===== src/rtl/bus_invert_rx.sv =====
`default_nettype none
// ============================================================================
// Module      : bus_invert_rx
// Description : Receive end of a bus-invert coded link. Decodes the encoded
//               bus (bus_data ^ {WIDTH{bus_inv}}) into a 2-entry registered
//               FIFO with valid/ready handshakes on both sides. It also checks
//               every accepted word against the bus-invert rule: the Hamming
//               distance on the data lines must be no more than WIDTH/2. A
//               violation sets a sticky error flag.
// Optional    : BI_RX_ACTIVITY_EN adds toggle-activity counters. These are
//               the tog_bus and tog_raw outputs, the cnt_clr input and the
//               CNT_W parameter.
// Ports       : clk, rst_n           - clock, async active-low reset
//               bus_data/bus_inv     - encoded word and its invert line
//               bus_valid/bus_ready  - input handshake (ready = FIFO not full)
//               dout/dout_valid      - head of FIFO, FIFO not empty
//               dout_ready           - consumer accepts dout
//               bi_err/err_clr       - sticky rule violation, sync clear
//               tog_bus/tog_raw      - encoded / un-encoded toggle counts
//               cnt_clr              - sync clear of both counters
// Revision    : 1.0 - initial release
// ============================================================================
module bus_invert_rx #(
    parameter int WIDTH = 8
`ifdef BI_RX_ACTIVITY_EN
    ,
    parameter int CNT_W = 16
`endif
) (
    input  logic             clk,
    input  logic             rst_n,
    input  logic [WIDTH-1:0] bus_data,
    input  logic             bus_inv,
    input  logic             bus_valid,
    output logic             bus_ready,
    output logic [WIDTH-1:0] dout,
    output logic             dout_valid,
    input  logic             dout_ready,
    output logic             bi_err,
    input  logic             err_clr
`ifdef BI_RX_ACTIVITY_EN
    ,
    output logic [CNT_W-1:0] tog_bus,
    output logic [CNT_W-1:0] tog_raw,
    input  logic             cnt_clr
`endif
);

    // Popcount width. It covers up to WIDTH+1 set bits, because the bus
    // toggle count includes the invert line.
    localparam int CW = $clog2(WIDTH + 2);
    localparam logic [CW-1:0] c_half = CW'(WIDTH / 2);

    typedef enum logic [1:0] {
        ST_EMPTY = 2'd0,
        ST_ONE   = 2'd1,
        ST_FULL  = 2'd2
    } fifo_state_t;

    fifo_state_t r_state;
    fifo_state_t w_state_nxt;

    logic [WIDTH-1:0] r_mem [0:1];
    logic             r_wr_ptr;
    logic             r_rd_ptr;
    logic [WIDTH-1:0] r_prev_bus;

    logic             w_push;
    logic             w_pop;
    logic [WIDTH-1:0] w_raw;
    logic [CW-1:0]    w_dist;
    logic             w_viol;

    function automatic logic [CW-1:0] popcount(input logic [WIDTH:0] v);
        logic [CW-1:0] cnt;
        cnt = '0;
        for (int i = 0; i <= WIDTH; i++) begin
            cnt = cnt + {{(CW-1){1'b0}}, v[i]};
        end
        return cnt;
    endfunction

    // ------------------------------------------------------------------
    // Handshake and decode
    // ------------------------------------------------------------------
    // Ready depends only on occupancy. A pop while full frees the slot for
    // the following cycle, so there is no path from dout_ready to bus_ready.
    assign bus_ready  = (r_state != ST_FULL);
    assign dout_valid = (r_state != ST_EMPTY);
    assign w_push     = bus_valid & bus_ready;
    assign w_pop      = dout_valid & dout_ready;
    assign w_raw      = bus_data ^ {WIDTH{bus_inv}};
    assign dout       = r_mem[r_rd_ptr];

    // The rule is checked on the data lines only. The invert line is excluded.
    assign w_dist = popcount({1'b0, bus_data ^ r_prev_bus});
    assign w_viol = (w_dist > c_half);

    // ------------------------------------------------------------------
    // FIFO occupancy FSM
    // ------------------------------------------------------------------
    always_ff @(posedge clk or negedge rst_n) begin
        if (!rst_n) begin
            r_state <= ST_EMPTY;
        end else begin
            r_state <= w_state_nxt;
        end
    end

    always_comb begin
        w_state_nxt = r_state;
        unique case (r_state)
            ST_EMPTY: if (w_push)           w_state_nxt = ST_ONE;
            ST_ONE: begin
                if (w_push && !w_pop)       w_state_nxt = ST_FULL;
                else if (w_pop && !w_push)  w_state_nxt = ST_EMPTY;
            end
            ST_FULL:  if (w_pop)            w_state_nxt = ST_ONE;
            default:                        w_state_nxt = ST_EMPTY;
        endcase
    end

    // ------------------------------------------------------------------
    // FIFO storage. The entries are cleared on reset so that dout reads 0.
    // ------------------------------------------------------------------
    always_ff @(posedge clk or negedge rst_n) begin
        if (!rst_n) begin
            r_mem[0] <= '0;
            r_mem[1] <= '0;
            r_wr_ptr <= 1'b0;
            r_rd_ptr <= 1'b0;
        end else begin
            if (w_push) begin
                r_mem[r_wr_ptr] <= w_raw;
                r_wr_ptr        <= ~r_wr_ptr;
            end
            if (w_pop) begin
                r_rd_ptr <= ~r_rd_ptr;
            end
        end
    end

    // ------------------------------------------------------------------
    // Rule checker. History advances only on accepted words, so idle and
    // stalled cycles do not count as transitions.
    // ------------------------------------------------------------------
    always_ff @(posedge clk or negedge rst_n) begin
        if (!rst_n) begin
            r_prev_bus <= '0;
            bi_err     <= 1'b0;
        end else begin
            if (w_push) begin
                r_prev_bus <= bus_data;
            end
            // A new violation wins over a clear in the same cycle.
            if (w_push && w_viol) begin
                bi_err <= 1'b1;
            end else if (err_clr) begin
                bi_err <= 1'b0;
            end
        end
    end

`ifdef BI_RX_ACTIVITY_EN
    // ------------------------------------------------------------------
    // Activity counters (saturating)
    // ------------------------------------------------------------------
    localparam int SUM_W = ((CNT_W > CW) ? CNT_W : CW) + 1;
    localparam logic [SUM_W-1:0] c_cnt_max = SUM_W'({CNT_W{1'b1}});

    logic             r_prev_inv;
    logic [WIDTH-1:0] r_prev_raw;
    logic [CW-1:0]    w_inc_bus;
    logic [CW-1:0]    w_inc_raw;
    logic [SUM_W-1:0] w_sum_bus;
    logic [SUM_W-1:0] w_sum_raw;

    assign w_inc_bus = popcount({bus_inv, bus_data} ^ {r_prev_inv, r_prev_bus});
    assign w_inc_raw = popcount({1'b0, w_raw ^ r_prev_raw});
    // The sum is one bit wider than either operand, so it cannot wrap
    // before it is compared with the saturation limit.
    assign w_sum_bus = SUM_W'(tog_bus) + SUM_W'(w_inc_bus);
    assign w_sum_raw = SUM_W'(tog_raw) + SUM_W'(w_inc_raw);

    always_ff @(posedge clk or negedge rst_n) begin
        if (!rst_n) begin
            r_prev_inv <= 1'b0;
            r_prev_raw <= '0;
            tog_bus    <= '0;
            tog_raw    <= '0;
        end else begin
            if (w_push) begin
                r_prev_inv <= bus_inv;
                r_prev_raw <= w_raw;
            end
            // The clear takes precedence. A coinciding push's increment is lost.
            if (cnt_clr) begin
                tog_bus <= '0;
                tog_raw <= '0;
            end else if (w_push) begin
                tog_bus <= (w_sum_bus > c_cnt_max) ? {CNT_W{1'b1}} : w_sum_bus[CNT_W-1:0];
                tog_raw <= (w_sum_raw > c_cnt_max) ? {CNT_W{1'b1}} : w_sum_raw[CNT_W-1:0];
            end
        end
    end
`endif

endmodule
`default_nettype wire


===== config.mk =====
export PLATFORM = sky130hd
export DESIGN_NAME = bus_invert_rx
export DESIGN_NICKNAME = d
export VERILOG_FILES = /design/src/rtl/bus_invert_rx.sv
export SDC_FILE = /design/constraint.sdc
export NUM_CORES = 1
export LEC_CHECK = 0
export CORE_MARGIN = 5
export CORE_UTILIZATION = 55
export DETAILED_ROUTE_END_ITERATION = 6
export MAX_ROUTING_LAYER = met4
export PLACE_DENSITY = 0.82
export SYNTH_ARGS = -nofsm -noshare
export SYNTH_HDL_FRONTEND = slang
export SYNTH_SLANG_ARGS = --single-unit

===== constraint.sdc =====
create_clock -name clk -period 4.95 [get_ports clk]
set_clock_uncertainty 0.05 [all_clocks]
set_input_delay 0.99 -clock clk [delete_from_list [all_inputs] [get_ports clk]]
set_output_delay 0.99 -clock clk [all_outputs]
set_load 0.05 [all_outputs]

# Yosys cells after proc, flatten, opt, wreduce, memory -nomap -nowiden
# Index checks and enable logic that the tools add are counted.
[totals] reg_bits=29 latchBits=0 ram_bits=0 rom_bits=0 output_inout_bits=11 memories=0
[classes] addsub=7 multipliers=0 n_div=0 magnitude_cmp=4 eq_ne=6 shifts=0 mux=13 bitwise_logic=8 n_reduce_logical=10
[op_table] operator="$mux 8" n=4
[op_table] operator="$add 4x1->4" n=4
[op_table] operator="$bwmux 16" n=1
[op_table] operator="$xor 8x8->8" n=2
[op_table] operator="$demux 8 s1" n=1
[op_table] operator="$mux 2" n=4
[op_table] operator="$ne 2x2->1 const B" n=3
[op_table] operator="$pmux 2 s3" n=1
[op_table] operator="$add 3x1->4" n=1
[op_table] operator="$ge 2x2->1 const B" n=2
[op_table] operator="$gt 4x3->1 const B" n=1
[op_table] operator="$logic_and 1x1->1" n=4
[op_table] operator="$not 1->2" n=2
[op_table] operator="$reduce_bool 2->1" n=2
[op_table] operator="$add 2x1->3" n=1
[op_table] operator="$ne 3x3->1 const B" n=1
[op_table] operator="$reduce_and 3->1" n=1
[op_table] operator="$add 1x1->2" n=1
[op_table] operator="$and 1x1->1" n=2
[op_table] operator="$eq 2x1->1 const B" n=1
[op_table] operator="$eq 2x2->1 const B" n=1
[op_table] operator="$logic_not 1->1" n=2
[op_table] operator="$logic_not 2->1" n=1
[op_table] operator="$lt 2x1->1 const B" n=1
[op_table] operator="other kinds (2)" n=4

# Depth between registers and ports, before layout
[logic_depth] depth_word=11 mapped_depth=12

# Worst setup path before layout
# No wires, ideal clock.
[synth_path] path_type="input -> register" start="input port bus_data[0]" end="register bi_err" arrival_ns=3.827 required_time_ns=4.767 slack_ns=0.940 cell_stages=12 path_cell_list="xnor2_1 fa_1 inv_1 fa_1 inv_1 fa_1 inv_1 ha_1 fa_1 o22a_1 a22oi_1 o22ai_1"
[synth_between] elab_chain_len=11 elab_cells_between_ends=12 classes_between="add/sub (7); order compare (1); mux (1); bitwise (1); reduce/logical (2)"
[synth_rtl] element="start: declaration" line="32" rtl="input logic [WIDTH-1:0] bus_data,"
[synth_rtl] element="$xor 8x8->8 *" line="96" rtl="assign w_dist = popcount({1'b0, bus_data ^ r_prev_bus});"
[synth_rtl] element="$add 1x1->2 *" line="78" rtl="cnt = cnt + {{(CW-1){1'b0}}, v[i]};"
[synth_rtl] element="$add 2x1->3 *" line="78"
[synth_rtl] element="$add 3x1->4 *" line="78"
[synth_rtl] element="$add 4x1->4 * (4 in series)" line="78"
[synth_rtl] element="$gt 4x3->1 *" line="97" rtl="assign w_viol = (w_dist > c_half);"
[synth_rtl] element="$logic_and 1x1->1 *" line="156" rtl="if (w_push && w_viol) begin"
[synth_rtl] element="$mux 1 or $reduce_bool 2->1 (tied branches)"
[synth_rtl] element="end signal: assignment" line="150" rtl="bi_err <= 1'b0;"
[synth_rtl] element="end signal: assignment" line="157" rtl="bi_err <= 1'b1;"
[synth_rtl] element="end signal: assignment" line="159" rtl="bi_err <= 1'b0;"
[synth_rtl] element="end: declaration" line="39" rtl="output logic bi_err,"
# Every way passes the cells marked *; elsewhere a longest branch is shown, timed or not.
# A chain may end at the register's enable or synchronous reset.

# Worst setup path in the final report
# Ends and elaborated chain as after synthesis.

==> results.py <==
metrics = {
    "final_layout": {
        "fin_nets": 162,
        "syn2layout_area_growth_pct": 20.0,
        "drive_gt1_share_pct": 31.0,
        "post-route-util_pct": 68.4,
        "antenna_cells": 0,
        "multi_input_area_um2": 782,
        "seq_area_um2": 726,
        "n_fill_cell": 209,
    },
    "logic_synthesis": {
        "synth.avg_cell_area_um2": 13.8,
        "seq_area_frac_synth_pct": 46.1,
        "async_reset_ff_share_pct": 100,
        "yosysTopAreaCell": "dfrtp_1",
        "synth_area_leaders": "dfrtp_1, mux2_2, mux2_4",
        "synth.most_common_cell": "dfrtp_1",
        "synth_ff_type": "dfrtp_1",
        "yosys_warnings": 0,
        "synth_edf_count": 0,
        "netlist.area_leader.share_pct": 46.1,
        "syn-cell-area_um2": 1570,
        "synth-seq-cells": 29,
        "synthDistinctLibCells": 25,
        "netlist_top_cells_count": "dfrtp_1, mux2_2, xor2_1, mux2_4, xnor2_1",
        "synth_nets": 135,
        "synth_cells": 114,
    },
    "sta": {
        "tightest_slew_ps": 547,
        "rsz0062_at_grt": "no",
        "fmax_mhz": 231,
        "slew_headroom_pct": 63.5,
        "setup_viol": 0,
        "fin_crit_sh_pct": 87.6,
        "hold_viol_final": 0,
        "fin_crit_ps": 4330,
        "finalSetupTns_ps": 0,
        "drv_slew": 0,
    },
    "place": {
        "dp_hpwl_um": 2020,
        "port_buffers": 24,
        "gp_congestion": 0.696,
    },
    "critical_path": {
        "r2r_cells": 12,
        "arrival_ps": 4500,
        "crit_start": "bus_data[0]",
        "cp_cell_sequence": "clkdlybuf4s50_1 > xnor2_1 > fa_1 > inv_1 > fa_1 > inv_1 > fa_1 > inv_1 > ha_1 > fa_1 > o22a_1 > a22oi_1 > o22ai_1",
        "crit_path_end_kind": "flip-flop",
        "start_kind": "primary input",
        "path_common_cell": "fa_1",
        "cpMaxStageDelayCell": "fa_1",
        "critPathKind": "in2reg",
        "slowest_delay_ps": 540,
        "r2r-start": "r_prev_bus[0]",
        "r2r_end": "bi_err",
        "critical_path.max_fanout": 3,
        "crit_required_ps": 5110,
        "reg2reg_setup_slack_ps": 1380,
    },
    "routing": {
        "drc": 0,
        "viasPerCell": 5.46,
        "final_antenna_net_count": 0,
        "firstDrtPassIters": 3,
        "num_vias": 944,
        "wl_per_cell_um": 15.6,
        "wirelength_um": 2710,
        "drtIter0Drc": 54,
    },
    "cts": {
        "hold_buffers": 0,
        "post_cts_buffers": 0,
        "clk_path_buf_depth": 2,
        "cts.clk_slew.worst_paths_ps": 90,
        "cts_num_sinks": 29,
        "cts-htree-levels": 2,
        "clk_latency_ps": 330,
        "cts_root_buf": "clkbuf_4",
        "cts_buffers": 5,
        "cts_tree": "yes",
        "cts.repair.resized": 0,
    },
    "floorplanning": {
        "rows": 19,
        "core-area_um2": 2760,
        "io-pin-count": 25,
        "start_util_pct": 57.0,
        "die_w_um": 63.5,
        "die_h_um": 63.5,
        "die-area_um2": 4030,
    },
    "hold_path": {
        "min_from": "r_mem[6]",
        "hold_end": "r_mem[6]",
        "hold_path_depth": 1,
        "hp-class": "reg2reg",
    },
    "pwr": {
        "ir_drop_mv": 0.551,
        "leakage_nw": 0.833,
        "p_per_area_nw_per_um2": 677,
    },
    "global_routing": {
        "grt_pass1_wl_um": 5000,
        "antenna_found_initial": 0,
        "grt_max_degree": 30,
        "grt_pass1_vias": 1062,
        "grt_util_all_layers_pct": 16.3,
        "grt_overflow": 0,
    },
    "flow_run": {
        "cap_viol_max_count": 0,
    },
    "outcome": {
        "status": "finished clean",
    },
}
## cells in the final DEF (no fill, tap or decap), types with 2 or more instances in the layout
cell type and instances:
o22ai_1 2, a21oi_1 2, fa_1 4, ha_1 3, dfrtp_1 29, xnor2_1 7
nand2_1 2, clkbuf_8 2, mux2_2 24, clkdlybuf4s50_1 24, inv_1 6, clkbuf_4 5
mux2_4 8, xor2_1 11
## power breakdown
group,internal [mW],switching [mW]
Clock,0.0822,0.0847
Sequential,0.328,0.0632
Combinational,0.336,0.383
## stage by stage
step	cell area (um2)	setup slack (ps)	hold slack, ps	power (mW)	instances
3_3_place_gp	1820	351	432	1.09	165
4_1_cts	1890	601	459	1.29	173
6_report	1890	615	461	1.28	173
2_1_floorplan	1570	940	424	0.930	114
3_5_place_dp	1820	252	437	1.12	165
5_1_grt	1890	462	474	1.37	173
## routing by layer
layer / part of all wire (%) / wire (um) / global-route usage (%)
met1: 45 / 1220 / 21.3
met2: 48 / 1300 / 23.0
met3: 4.3 / 117 / 4.97
met4: 2.6 / 71 / 7.79
met5: 0 / 0 / -
## critical path, delay by kind of cell
kind / cells / cell delay [ps]
AO/OA/AOI/OAI: 3 / 450
XOR/XNOR: 1 / 120
adder cells (fa/ha/maj): 5 / 2220
buffers and inverters: 4 / 690
## logic make-up (layout without fill, tap and decap cells)
logic type               after synthesis  after routing  share of synthesized area, %
AO/OA/AOI/OAI                          7              7                          2.94
AND/OR/NAND/NOR                        9              9                          3.82
adder cells (fa/ha/maj)                7              7                          7.48
buffers and inverters                 11             39                          4.14
multiplexers                          33             33                          25.5
flip-flops                            29             29                          46.1
XOR/XNOR                              18             18                          10.0
## flip-flops by register name, summed over array words and instances, names as in the netlist
register and count:
r_mem 16, r_prev_bus 8, r_state 2, bi_err 1
r_rd_ptr 1, r_wr_ptr 1
## layout make-up
type,instances,area share [%]
clock buffer,7,3.45
inverter,6,1.19
timing repair buffer,25,13.1
multi-input combinational,74,41.4
sequential,29,38.5
clock inverter,1,0.265
tap,31,2.06
## worst max-delay path by stage
stage | endpoint | cells after the start
3_5_place_dp | bi_err | 13
5_1_grt | bi_err | 13
2_1_floorplan | bi_err | 12
6_report | bi_err | 13
3_3_place_gp | bi_err | 13
4_1_cts | bi_err | 13
Power figures use the tool's default switching activity.
